### config.mk
export PLATFORM = sky130hd
export DESIGN_NAME = urv_lsu
export DESIGN_NICKNAME = d
export VERILOG_FILES = /design/src/rtl/urv_lsu.sv
export SDC_FILE = /design/constraint.sdc
export NUM_CORES = 1
export LEC_CHECK = 0
export CAP_MARGIN = 0
export CORE_MARGIN = 1
export CORE_UTILIZATION = 38
export DETAILED_ROUTE_END_ITERATION = 8
export DONT_BUFFER_PORTS = 1
export PLACE_DENSITY_LB_ADDON = 0.2
export SLEW_MARGIN = 20
export SYNTH_ARGS = -nofsm -noshare
export SYNTH_HDL_FRONTEND = slang
export SYNTH_SLANG_ARGS = --single-unit
### constraint.sdc
create_clock -name clk_i -period 5.4 [get_ports clk_i]
set_input_delay 0.54 -clock clk_i [delete_from_list [all_inputs] [get_ports clk_i]]
set_output_delay 0.54 -clock clk_i [all_outputs]
set_load 0.01 [all_outputs]
### src/rtl/urv_lsu.sv
// urv_lsu: load/store unit with a store buffer, blocking loads and load-data formatting
module urv_lsu #(
  parameter int SB_DEPTH        = 2,
  parameter int TRAP_MISALIGNED = 1,
  parameter int ADDR_WIDTH      = 32
) (
  input  logic                  clk_i,
  input  logic                  rst_n_i,
  input  logic                  x_stall_i,
  input  logic                  x_kill_i,
  output logic                  x_stall_req_o,
  input  logic                  d_valid_i,
  input  logic                  d_is_load_i,
  input  logic                  d_is_store_i,
  input  logic [2:0]            d_fun_i,
  input  logic [ADDR_WIDTH-1:0] d_addr_i,
  input  logic [31:0]           d_data_i,
  output logic                  x_misaligned_o,
  output logic                  x_sb_empty_o,
  output logic [ADDR_WIDTH-1:0] dm_addr_o,
  output logic [31:0]           dm_data_s_o,
  output logic [3:0]            dm_data_select_o,
  output logic                  dm_load_o,
  output logic                  dm_store_o,
  input  logic                  dm_ready_i,
  input  logic                  dm_load_done_i,
  input  logic [31:0]           dm_data_l_i,
  output logic                  w_load_valid_o,
  output logic [31:0]           w_load_data_o
);
  localparam int CW = $clog2(SB_DEPTH + 1);
  localparam int PW = (SB_DEPTH > 1) ? $clog2(SB_DEPTH) : 1;
  localparam logic [PW-1:0] LAST = PW'(SB_DEPTH - 1);
  localparam logic [CW-1:0] FULL = CW'(SB_DEPTH);
  localparam logic [1:0] S_IDLE = 2'd0;
  localparam logic [1:0] S_RESP = 2'd1;
  localparam logic [1:0] S_DONE = 2'd2;

  logic [1:0]            r_state;
  logic                  r_drop;
  logic [2:0]            r_fun;
  logic [1:0]            r_lsb;
  logic [CW-1:0]         r_cnt;
  logic [PW-1:0]         r_wp;
  logic [PW-1:0]         r_rp;
  logic [ADDR_WIDTH-1:0] r_sb_addr [SB_DEPTH];
  logic [31:0]           r_sb_data [SB_DEPTH];
  logic [3:0]            r_sb_sel  [SB_DEPTH];
  logic                  w_mis;
  logic                  w_ok;
  logic                  w_ld;
  logic                  w_st;
  logic                  w_full;
  logic                  w_push;
  logic                  w_pop;
  logic [ADDR_WIDTH-1:0] w_addr;
  logic [31:0]           w_sdata;
  logic [3:0]            w_ssel;
  logic [7:0]            w_byte;
  logic [15:0]           w_half;
  logic [31:0]           w_fmt;

  // Qualify the request, flag misalignment, align the address and drive the bus from buffer head or load
  always_comb begin
    w_mis = (d_fun_i[1:0] == 2'b01 && d_addr_i[0]) || (d_fun_i[1:0] == 2'b10 && d_addr_i[1:0] != 2'b00);
    w_ok = !(TRAP_MISALIGNED != 0 && w_mis);
    w_ld = rst_n_i && d_valid_i && !x_kill_i && d_is_load_i && w_ok;
    w_st = rst_n_i && d_valid_i && !x_kill_i && d_is_store_i && w_ok;
    x_misaligned_o = TRAP_MISALIGNED != 0 && rst_n_i && d_valid_i && !x_kill_i && (d_is_load_i || d_is_store_i) && w_mis;
    w_addr = {d_addr_i[ADDR_WIDTH-1:2], d_addr_i[1] && !d_fun_i[1], d_addr_i[0] && d_fun_i[1:0] == 2'b00};
    w_sdata = d_fun_i[1:0] == 2'b00 ? {4{d_data_i[7:0]}} : d_fun_i[1:0] == 2'b01 ? {2{d_data_i[15:0]}} : d_data_i;
    w_ssel = d_fun_i[1:0] == 2'b00 ? 4'b0001 << w_addr[1:0] : d_fun_i[1:0] == 2'b01 ? (w_addr[1] ? 4'b1100 : 4'b0011) : 4'b1111;
    w_full = r_cnt == FULL;
    dm_store_o = r_cnt != '0 && r_state != S_RESP;
    dm_load_o = r_state == S_IDLE && w_ld && r_cnt == '0;
    w_pop = dm_store_o && dm_ready_i;
    x_stall_req_o = (r_state == S_IDLE && w_ld) || r_state == S_RESP || (w_st && w_full);
    x_sb_empty_o = r_cnt == '0 && !dm_store_o;
    dm_addr_o = dm_store_o ? r_sb_addr[r_rp] : dm_load_o ? w_addr : '0;
    dm_data_s_o = dm_store_o ? r_sb_data[r_rp] : '0;
    dm_data_select_o = dm_store_o ? r_sb_sel[r_rp] : '0;
  end

  assign w_push = w_st && !x_stall_i && !w_full;
  assign w_load_valid_o = r_state == S_DONE && !x_stall_i && !x_kill_i;

  // Pick the addressed byte/half of the response and sign- or zero-extend it
  always_comb begin
    w_byte = 8'(dm_data_l_i >> {r_lsb, 3'b000});
    w_half = r_lsb[1] ? dm_data_l_i[31:16] : dm_data_l_i[15:0];
    w_fmt = r_fun[1:0] == 2'b00 ? {{24{w_byte[7] && !r_fun[2]}}, w_byte} : r_fun[1:0] == 2'b01 ? {{16{w_half[15] && !r_fun[2]}}, w_half} : dm_data_l_i;
  end

  // Load FSM: issue only once the buffer has drained, await the response, hold the result until retire
  always_ff @(posedge clk_i or negedge rst_n_i) begin
    if (!rst_n_i) begin
      r_state <= S_IDLE;
      r_drop <= 1'b0;
      r_fun <= '0;
      r_lsb <= '0;
      w_load_data_o <= '0;
    end else if (r_state == S_IDLE) begin
      if (dm_load_o && dm_ready_i) begin
        r_state <= S_RESP;
        r_drop <= 1'b0;
        r_fun <= d_fun_i;
        r_lsb <= w_addr[1:0];
      end
    end else if (r_state == S_RESP) begin
      if (x_kill_i) r_drop <= 1'b1;
      if (dm_load_done_i) begin
        r_state <= (r_drop || x_kill_i) ? S_IDLE : S_DONE;
        if (!(r_drop || x_kill_i)) w_load_data_o <= w_fmt;
      end
    end else if (!x_stall_i) begin
      r_state <= S_IDLE;
    end
  end

  // Store-buffer pointers and occupancy; a simultaneous push and pop leaves the count unchanged
  always_ff @(posedge clk_i or negedge rst_n_i) begin
    if (!rst_n_i) begin
      r_wp <= '0;
      r_rp <= '0;
      r_cnt <= '0;
    end else begin
      if (w_push) r_wp <= r_wp == LAST ? '0 : r_wp + 1'b1;
      if (w_pop) r_rp <= r_rp == LAST ? '0 : r_rp + 1'b1;
      r_cnt <= r_cnt + CW'(w_push) - CW'(w_pop);
    end
  end

  // Store-buffer payload: word address, lane-replicated data and byte enables
  always_ff @(posedge clk_i) begin
    if (w_push) begin
      r_sb_addr[r_wp] <= {w_addr[ADDR_WIDTH-1:2], 2'b00};
      r_sb_data[r_wp] <= w_sdata;
      r_sb_sel[r_wp] <= w_ssel;
    end
  end
endmodule

# [Yosys cells after proc, flatten, opt, wreduce, memory -nomap -nowiden]
# Memories as Yosys holds them, arrays and structs flattened.
# Index checks and enable logic that the tools add are counted.
[word_totals] input_bits=108 mem_bits_rw=132 n_memories=3 output_inout_bits=106 word_cells=104 ff_bits=44
[memory_table] name="r_sb_data" words=2 width=32 read_ports=1 rd_ports_with_merged_regs=0 write_ports=1 line="47" text="logic [31:0] r_sb_data [SB_DEPTH];"
[memory_table] name="r_sb_addr" words=2 width=30 read_ports=1 rd_ports_with_merged_regs=0 write_ports=1 line="46" text="logic [ADDR_WIDTH-1:0] r_sb_addr [SB_DEPTH];"
[memory_table] name="r_sb_sel" words=2 width=4 read_ports=1 rd_ports_with_merged_regs=0 write_ports=1 line="48" text="logic [3:0] r_sb_sel [SB_DEPTH];"
[op_classes] muxes=26 shifts=2 n_eq_ne=10 n_addsub=4 n_reduce_logical=49 n_bitwise=2
[op_table] cell="$mux 32" n=7
[op_table] cell="$shr 32x5->8" n=1
[op_table] cell="$logic_and 1x1->1" n=25
[op_table] cell="$mux 16" n=1
[op_table] cell="$mux 4" n=4
[op_table] cell="$mux 2" n=6
[op_table] cell="$logic_not 2->1" n=4
[op_table] cell="$mux 1" n=8
[op_table] cell="$reduce_bool 2->1" n=4
[op_table] cell="$logic_not 1->1" n=7
[op_table] cell="$eq 2x1->1 const B" n=3
[op_table] cell="$eq 2x2->1 const B" n=3
[op_table] cell="$reduce_and 3->1" n=2
[op_table] cell="$logic_or 1x1->1" n=5
[op_table] cell="$ne 2x1->1 const B" n=2
[op_table] cell="$reduce_and 4->1" n=1
[op_table] cell="$shl 1x2->4 const A" n=1
[op_table] cell="$ne 3x1->1 const B" n=1
[op_table] cell="$ne 3x3->1 const B" n=1
[op_table] cell="$add 1x1->1 const B" n=2
[op_table] cell="$add 2x1->2" n=1
[op_table] cell="$not 1->1" n=2
[op_table] cell="$reduce_and 2->1" n=1
[op_table] cell="$sub 2x1->2" n=1

# [Longest topological paths before layout]
# Gate-level depths: netlist of run 1.
[depth] depth_word=10 depth_mapped=8

# [Worst setup path before layout of run 1]
# Ideal clock, no wire load.
[synth_path] kind="input to register" startpoint="in d_addr_i[0]" endpoint="mem r_sb_addr[0][0] in the netlist's numbering (enable)" t_arrival_ns=4.198 setup_slack_ns=0.712 stages=5 n_path_buf=1 setup_ns=0.490 path_cell_list="nor2_1 > o22ai_1 > or4_1 > clkbuf_1 > nor2_1"
[synth_via] elab_chain_cells=9 word_cells_on_any_way=10 classes_between="mux (2); reduce/logical (8)"
[synth_rtl] item="start, declared" line="16" text="input logic [ADDR_WIDTH-1:0] d_addr_i,"
[synth_rtl] item="$reduce_bool 2->1" line="65" text="w_mis = (d_fun_i[1:0] == 2'b01 && d_addr_i[0]) || (d_fun_i[1:0] == 2'b10 && d_addr_i[1:0] != 2'b00);"
[synth_rtl] item="$logic_and 1x1->1" line="65"
[synth_rtl] item="$logic_or 1x1->1 (*)" line="65"
[synth_rtl] item="$logic_not 1->1 (*)" line="66" text="w_ok = !(TRAP_MISALIGNED != 0 && w_mis);"
[synth_rtl] item="$logic_and 1x1->1 (*)" line="68" text="w_st = rst_n_i && d_valid_i && !x_kill_i && d_is_store_i && w_ok;"
[synth_rtl] item="$logic_and 1x1->1 (*) (2 in series)" line="84" text="assign w_push = w_st && !x_stall_i && !w_full;"
[synth_rtl] item="$mux 1 (*)" line="135" text="if (w_push) begin"
[synth_rtl] item="$mux 1 (implied by the code) (*)" line="136" text="r_sb_addr[r_wp] <= {w_addr[ADDR_WIDTH-1:2], 2'b00};"
[synth_rtl] item="end, declared" line="46"
# Every way passes the cells marked *; elsewhere a longest branch is shown, timed or not.

# [Worst setup path in the final report of run 1]
[layout_path] startpoint="reg r_rp" endpoint="out dm_data_select_o[1]"
[layout_via] elab_chain_cells=2
[layout_rtl] item="start, declared" line="45" text="logic [PW-1:0] r_rp;"
[layout_rtl] item="start signal, assigned" line="128" text="if (w_pop) r_rp <= r_rp == LAST ? '0 : r_rp + 1'b1;"
[layout_rtl] item="$mem_v2 2x4"
[layout_rtl] item="$mux 4" line="81" text="dm_data_select_o = dm_store_o ? r_sb_sel[r_rp] : '0;"
[layout_rtl] item="end, declared" line="22" text="output logic [3:0] dm_data_select_o,"
# No other way between the ends.

==> summary by stage, run 1 <==
Route
In this run the remaining antenna-violating nets after routing total 0. The per-cell via count in the routed design is 5.67. The violation count after the first detailed-route iteration is roughly 260. The wire length per cell is roughly 22 um. The total DRC errors in the routed layout is 0.

The first-pass detailed-route iteration total is 4. The routed design has around 19 mm of wire. The count of vias placed by the detailed router is 4,885.

Floorplanning
The floorplan step set the die width to 147 um. The die boundary height is 147 um. In this run the count of I/O pins placed on the die edge is 214. In this run the standard cell core region covers slightly above 20,000 um2. The area enclosed by the die boundary is 21,600 um2. The starting density of the core is slightly below 40%.

The number of placement rows is 52.

Synth
During synthesis, Yosys emitted a total of 0 warnings. The compound-cell area share of the yosys netlist is 9.42%. The xor-xnor portion of the synthesized cell area is less than 1%.

In this run, synthesis produced a sequential element count of 176. The post-synthesis area per instance is approximately 14 um2. Of the total synthesized cell area, the portion taken by AND, OR, NAND and NOR gates is 8.95%. The number of nets handed over by synthesis was 699. The share of synthesized flip-flops with an asynchronous set or reset is 25.0%. In the synthesized netlist, the number of instances is about 600. The count of flip-flops with a built-in enable after synthesis is 132. After synthesis, the largest family of logic cells by area is multiplexers.

The share of synthesized cell area in full adder, half adder and majority cells is 0.157%. The count of distinct cell types in the synthesized netlist is 49. The area of the mapped netlist is ~8000 um2. After synthesis, the share of cell area in mux cells is 14.8%. The most used flip-flop cell after synthesis is sky130_fd_sc_hd__edfxtp_1.

The sequential area share after synthesis is 63.5%.

GRT
The remaining global-route overflow is 0. Entering global routing, the biggest net connects 68 pins. The global-route wire length before repair is 28.8 mm. The via count of the first global-routing pass is 4,966. The global routing usage summed across all routing layers is 17.8%.

The initial antenna violation count came to 1.

Placement
Routability-driven placement finished with a final weighted congestion of 0.822. The sum of net half-perimeters after detailed placement is 12.6 mm. The count of input and output buffers is 0. The total instance count after detailed placement is 827. Once placement finished, the instance area stood at 8230 um2.

Clock network
Clock-pin slew was measured on the worst setup and hold paths at 0.07 ns. The clock root buffer is sky130_fd_sc_hd__clkbuf_16. The post-CTS resize count is 0. The number of buffers created by CTS is 17. The clock passes through at most 2 buffers. The H-tree was split into 4 levels. The clock latency at the later pin of the worst-skew pair is about 0.43 ns. TritonCTS built the clock tree. The TritonCTS sink count is 176.

Cells and area
After the flow finishes, the layout carries non-filler instances totaling 861. The net count of the finished layout is 687. Relative to the synthesized area, the layout overhead comes to 11.2%.

The repair_antennas step left the layout with diodes totalling 0. Cells with a size suffix above 1 make up 14.2% of the layout. Once layout is done, the placed cells without fillers occupy between 8000 and 9000 um2.

Timing
After layout, the worst path uses 53.8% of the clock period. The highest attainable clock frequency is 344 MHz. The number of max-slew violations in the final report was 0. Setup repair after global routing left no endpoint under its margin. The shortest period the worst path allows is 2.91 ns.

The setup TNS is 0 ns. The worst slew margin relative to its limit is a little under a third. For the pin with the worst max-slew slack, the measured transition is 1.02 ns. Setup violations remaining at the end of the flow were counted as 0. On the final layout, the worst clock skew is 0.0136 ns. The count of endpoints failing hold in the final timing report is 0.

Critical path
In this run the critical register-to-register path is launched from r_cnt[1]$_DFF_PN0_. The worst reg2reg path depth is 5. The beginning of the critical path is r_rp$_DFFE_PN0P_. The reg2reg setup slack is 2.72 ns. The data arrival at the endpoint of the critical path is 2.37 ns. The kind of start point of the critical path is a register. The required time at the worst-slack endpoint is 4.86 ns. The classification of the worst setup path is register to output pin. Of all nets on the critical path, the largest fanout is 41. STA classifies the critical path endpoint as an output pin. In this run the critical register-to-register path is captured at r_sb_addr[0][11]$_DFFE_PP_.

The most critical setup path has its endpoint at dm_data_select_o[1].

Job
The tool flagged a number of max-cap violations equal to 0.

Power and ir drop
The highest ir drop seen on vdd is 0.000272 V. The power density normalized to cell area is 482 nW/um2. The total leakage power is 0.00335 uW.

Min path
The type of the worst min-delay path is input pin to register.

Run status
The flow ran to the end, and the final reports show no timing, DRC or antenna violations.
worst min path at each step:
stage / from / end / slack [ns] / depth (start not counted)
6_report: dm_load_done_i / r_state[0]$_DFFE_PN0P_ / 0.19 / 1
5_1_grt: dm_load_done_i / r_state[0]$_DFFE_PN0P_ / 0.17 / 1
4_1_cts: dm_load_done_i / r_state[0]$_DFFE_PN0P_ / 0.17 / 1
3_5_place_dp: rst_n_i / w_load_data_o[0]$_DFFE_PN0P_ / 0.25 / 0
3_3_place_gp: rst_n_i / w_load_data_o[0]$_DFFE_PN0P_ / 0.25 / 0
2_1_floorplan: rst_n_i / r_cnt[0]$_DFF_PN0_ / 0.24 / 0
where the power goes:
group | switching, uW | internal, uW | leakage [uW]
Sequential | 245 | 1610 | 0.00174
Clock | 562 | 660 | 0.000287
Combinational | 769 | 430 | 0.00132
cell usage after synthesis, drive strengths merged, types with 2 or more instances:
cell	instances	share of area, %
a221oi	8	0.96
mux4	8	2.3
nor2b	2	0.16
o22ai	2	0.16
mux2	21	3.2
edfxtp	132	50
buf	13	0.83
dfrtp	44	14
nand2b	5	0.39
and2	2	0.16
xor2	2	0.22
nor2	61	2.9
nand4b	2	0.41
a22oi	7	0.66
a21oi	15	0.94
o21ai	10	0.63
nand3	33	2.1
clkbuf	28	1.3
xnor2	3	0.33
o2bb2ai	30	3.3
or4	2	0.19
nor3	4	0.25
inv	9	0.42
nand2	38	1.8
a22o	15	1.7
o21bai	2	0.19
a21o	2	0.19
mux2i	75	9.4
metrics by stage:
stage	utilization (%)	total power, uW	hold slack, ns	setup WS, ns
2_1_floorplan	-	2800	0.244	0.712
3_3_place_gp	40.3	3060	0.245	2.22
3_5_place_dp	40.3	3090	0.245	2.20
4_1_cts	43.4	4340	0.166	2.37
5_1_grt	43.4	4500	0.169	2.34
6_report	43.4	4280	0.189	2.49
critical path, cell delays in order, from the launching register on:
cell and delay, ns:
sky130_fd_sc_hd__dfrtp_4 0.73, sky130_fd_sc_hd__buf_4 0.67, sky130_fd_sc_hd__mux2i_1 0.19, sky130_fd_sc_hd__nor2_1 0.30
cells in the final DEF (no fill, tap or decap), drive strengths merged, types with 8 or more instances in the layout:
cell     instances
a21oi           15
a221oi           8
a22o            15
buf              9
clkbuf          17
dfrtp           44
edfxtp         132
inv             16
mux2            21
mux2i           75
mux4             8
nand2           38
nand3           33
nor2            61
o21ai           10
o2bb2ai         30
sequential cells by signal, summed over array words and instances (netlist names):
signal and count:
r_sb_data 64, r_sb_addr 60, r_rp 1, r_drop 1, w_load_data_o 32, r_fun 3
r_lsb 2, r_state 2, r_sb_sel 8, r_cnt 2, r_wp 1
kinds of logic after synthesis:
kind of cell             count (synthesis)
buffers and inverters                   50
XOR/XNOR                                 5
AO/OA/AOI/OAI                           98
adder cells (fa/ha/maj)                  1
multiplexers                           104
AND/OR/NAND/NOR                        156
flip-flops                             176
repair_timing:
item | 4_1_cts | 5_1_grt
hold buffers | 2 | 0
buffers inserted | 0 | 0
endpoints found under the hold margin | 44 | 0
endpoints found under the setup margin | 0 | 0
area by class of cell:
cell class | instances | area (um2)
clock inverter | 15 | 170
multi-input combinational | 364 | 2740
timing repair buffer | 10 | 97.6
tap | 270 | 338
fill | 1881 | 11600
sequential | 176 | 5070
clock buffer | 17 | 425
inverter | 9 | 33.8
layer usage:
| layer | wire, um | track usage (%) |
|---|---|---|
| met1 | 7240 | 21.2 |
| met2 | 9290 | 28.6 |
| met3 | 2020 | 6.96 |
| met4 | 449 | 7.29 |
| met5 | 13 | 0 |
Power figures use the tool's default switching activity.
==> inputs of run 2 (changes only) <==
==> constraint.sdc (replaced) <==
create_clock -name clk_i -period 2.4 [get_ports clk_i]
set_input_delay 0.24 -clock clk_i [delete_from_list [all_inputs] [get_ports clk_i]]
set_output_delay 0.24 -clock clk_i [all_outputs]
set_load 0.01 [all_outputs]
==> run 2 against run 1 <==
  * Core utilization increased by 4.0 points
  * Cell count up 8.6%
  * Global-route usage grew 0.70 points
  * Critical endpoint is now dm_addr_o[31]
  * Sequential power is 120% higher
==> summary by stage, run 2 (synthesized netlist as in run 1, its figures left out) <==
Timing
The clock skew after layout is 0.0115 ns (was 0.0136 ns). The count of endpoints failing hold in the final timing report is 0 (unchanged). The share of the cycle needed by the critical path after routing is 94.0%. The setup TNS is 0 ns (unchanged). RSZ-0062 raised after global routing: false (unchanged). The highest attainable clock frequency is 443 MHz.

The worst slew margin relative to its limit was 57.3% (was 31.4%). The count of endpoints failing setup in the final report is 0 (unchanged). The actual transition at the worst max-transition pin is 0.635 ns (was 1.02 ns). The final worst-path setup slack is 0.145 ns (was 2.49 ns). For the finished layout, the period the worst path requires is about 2.3 ns.

The number of max-slew violations in the final report came to 0 (unchanged).

Power and ir drop
The highest ir drop seen on vdd is 0.000512 V (was 0.000272 V). The total leakage power was 0.00370 uW (was 0.00335 uW). The power density normalized to cell area came to 1030 nW/um2 (was 482 nW/um2).

Route
The violation count after the first detailed-route iteration is 232 (was 259). The first-pass detailed-route iteration total was 5 (was 4). The post-detailed-route count of antenna-violating nets came to 0 (unchanged). The total DRC errors in the routed layout is 0 (unchanged). The total routed wirelength is 19.5 mm (was 19.0 mm).

The per-cell via count in the routed design was 5.54 (was 5.67). The count of vias placed by the detailed router is 5,179 (was 4,885). The wire length per cell is 20.9 um (was 22.1 um).

Critical path
The kind of capture point of the worst setup path is an output pin (unchanged). The beginning of the critical path is r_state[0]$_DFFE_PN0P_ (was r_rp$_DFFE_PN0P_). The reg-to-reg startpoint is r_cnt[1]$_DFF_PN0_ (unchanged). The data arrival at the endpoint of the critical path is 2.02 ns (was 2.37 ns). The worst reg2reg path depth is 5 (unchanged).

The classification of the worst setup path is register to output pin (unchanged). The required time at the worst-slack endpoint is 2.16 ns (was 4.86 ns). The kind of start point of the critical path is a register (unchanged). The worst-path maximum fanout is 31 (was 41).

GRT
The met1 layer usage reported by global route is 22.1% (was 21.2%). The global routing's busiest layer is met2 (unchanged). The global-route wire length before repair is 30.2 mm (was 28.8 mm). The via count of the first global-routing pass is 5,295 (was 4,966).

The routing usage on met3 is 7.58% (was 6.96%). The global routing usage summed across all routing layers is 18.5% (was 17.8%). The remaining global-route overflow came to 0 (unchanged).

The initial antenna violation count is 0 (was 1). The maximum number of pins on one net before global-route repair was 68 (unchanged). The met2 track utilization from global routing is 30.5% (was 28.6%).

Floorplanning
The number of top-level design ports is 214 (unchanged). The number of placement rows is 52 (unchanged). The core area was 20,400 um2 (unchanged). The die boundary height is 147 um (unchanged). The horizontal die dimension was 147 um (unchanged). The starting density of the core was 39.0% (unchanged). The area enclosed by the die boundary is 21,600 um2 (unchanged).

Clock network
The clock latency at the later pin of the worst-skew pair came to 0.42 ns (was 0.43 ns). The clock root buffer is sky130_fd_sc_hd__clkbuf_16 (unchanged). The TritonCTS sink count came to 176 (unchanged). The CTS tree is yes (unchanged). The clock input transition at the sequential cells of the worst setup and hold paths is 0.07 ns (about the same). The maximum clock insertion buffer count is 2 (unchanged). The number of H-tree levels is 4 (unchanged). The number of buffers created by CTS is 17 (unchanged).

The post-CTS resize count was 0 (unchanged).

Cells and area
The end-of-flow core utilization came to 47.5% (was 43.4%). The area taken by flip-flops and latches came to 5070 um2 (unchanged). The flip-flop count of the largest register, all copies and words added is 64 (unchanged).

The number of nets in the final layout is 761 (was 687). The growth of design area from synthesis to finish is 21.6% (was 11.2%). Top library cells by usage in the layout, fill and taps aside: sky130_fd_sc_hd__edfxtp_1 (132), sky130_fd_sc_hd__mux2i_1 (75), sky130_fd_sc_hd__dlygate4sd3_1 (62) (was sky130_fd_sc_hd__edfxtp_1 (132), sky130_fd_sc_hd__mux2i_1 (75), sky130_fd_sc_hd__nor2_1 (59)). The number of antenna repair diodes is 0 (unchanged). The most frequent standard cell in the layout excluding fill and tap cells is sky130_fd_sc_hd__edfxtp_1 (unchanged). The total of fill cells in the finished design is 1,788 (was 1,881). The register name with the most flops was r_sb_data (unchanged). The layout cell share with drive strength beyond 1 is 14.1% (was 14.2%). The multi-input logic area is 2750 um2 (was 2740 um2). Registers with the most flip-flops: r_sb_data: 64 flops, r_sb_addr: 60 flops, w_load_data_o: 32 flops (unchanged). The filler-free cell count of the finished design is 935 (was 861).

Min path
The startpoint of the most critical hold path was x_kill_i (was dm_load_done_i). The cell depth of the worst hold path is 3 (was 1). The type of the worst min-delay path is input pin to register (unchanged).

Placement
The weighted congestion reported at the end of routability-driven placement is 0.867 (was 0.822). The count of input and output buffers is 0 (unchanged). The total instance count after detailed placement is 840 (was 827).

The sum of net half-perimeters after detailed placement is 12.7 mm (was 12.6 mm). The worst setup slack after placement is 0.347 ns (was 2.20 ns).

Job
The max capacitance violation total is 0 (unchanged).

Run status
Run status: finished clean (unchanged).
==> run 2: cell types whose count changed in the layout (fill, tap and decap cells not counted), moves of 2 or more <==
cell	delta
sky130_fd_sc_hd__buf_4	+6
sky130_fd_sc_hd__clkinv_1	+3
sky130_fd_sc_hd__buf_12	+7
sky130_fd_sc_hd__clkinv_4	-2
sky130_fd_sc_hd__inv_8	-4
sky130_fd_sc_hd__bufinv_16	+2
sky130_fd_sc_hd__inv_6	+3
sky130_fd_sc_hd__dlygate4sd3_1	+61
==> run 2: through the flow <==
| step | power (uW) | hold WS, ns | cell area (um2) |
|---|---|---|---|
| after floorplan | 6320 | -0.0556 | 8030 |
| after global placement | 7030 | -0.0547 | 8440 |
| after detailed placement | 7080 | -0.0546 | 8440 |
| after CTS | 10000 | 0.0198 | 9690 |
| after global routing | 10400 | 0.0334 | 9690 |
| final | 9940 | 0.0406 | 9690 |
==> run 2: metal layers <==
layer / routed length (um) / share of wire [%]
met2: 9420 / 48
met1: 7750 / 40
met5: 0 / 0
met3: 2090 / 11
met4: 250 / 1.3
==> run 2: critical path, cell delays in order, from the launching register on <==
cell and delay (ns):
sky130_fd_sc_hd__dfrtp_1 0.42, sky130_fd_sc_hd__or3_4 0.42, sky130_fd_sc_hd__nor3_2 0.28, sky130_fd_sc_hd__buf_12 0.24, sky130_fd_sc_hd__o2bb2ai_1 0.21
==> run 2: path summary, 6_finish.rpt <==
kind / endpoint / slack [ns]
min reg2reg: r_fun[0]$_DFFE_PN0P_ / 0.53
min in group asynchronous: w_load_data_o[14]$_DFFE_PN0P_ / 0.32
max in group asynchronous: r_rp$_DFFE_PN0P_ / 1.83
max: dm_addr_o[31] / 0.14
max reg2reg: r_sb_addr[1][8]$_DFFE_PP_ / 0.38
min: r_state[1]$_DFFE_PN0P_ / 0.04
==> run 2: timing repair <==
| item | in CTS | in global routing |
|---|---|---|
| hold buffers | 63 | 0 |
| buffers inserted | 0 | 0 |
| hold endpoints to repair | 143 | 0 |
==> run 2: area by class of cell <==
class	count	share of cell area (%)
inverter	9	0.348
multi-input combinational	364	28.4
clock buffer	17	4.39
clock inverter	15	1.87
timing repair buffer	84	9.22
tap	270	3.48
sequential	176	52.3
==> run 2: report_power, final <==
part	switching, uW	internal, uW	total [uW]
combinational	1890	1140	3030
sequential	440	3630	4070
clock	1190	1660	2850
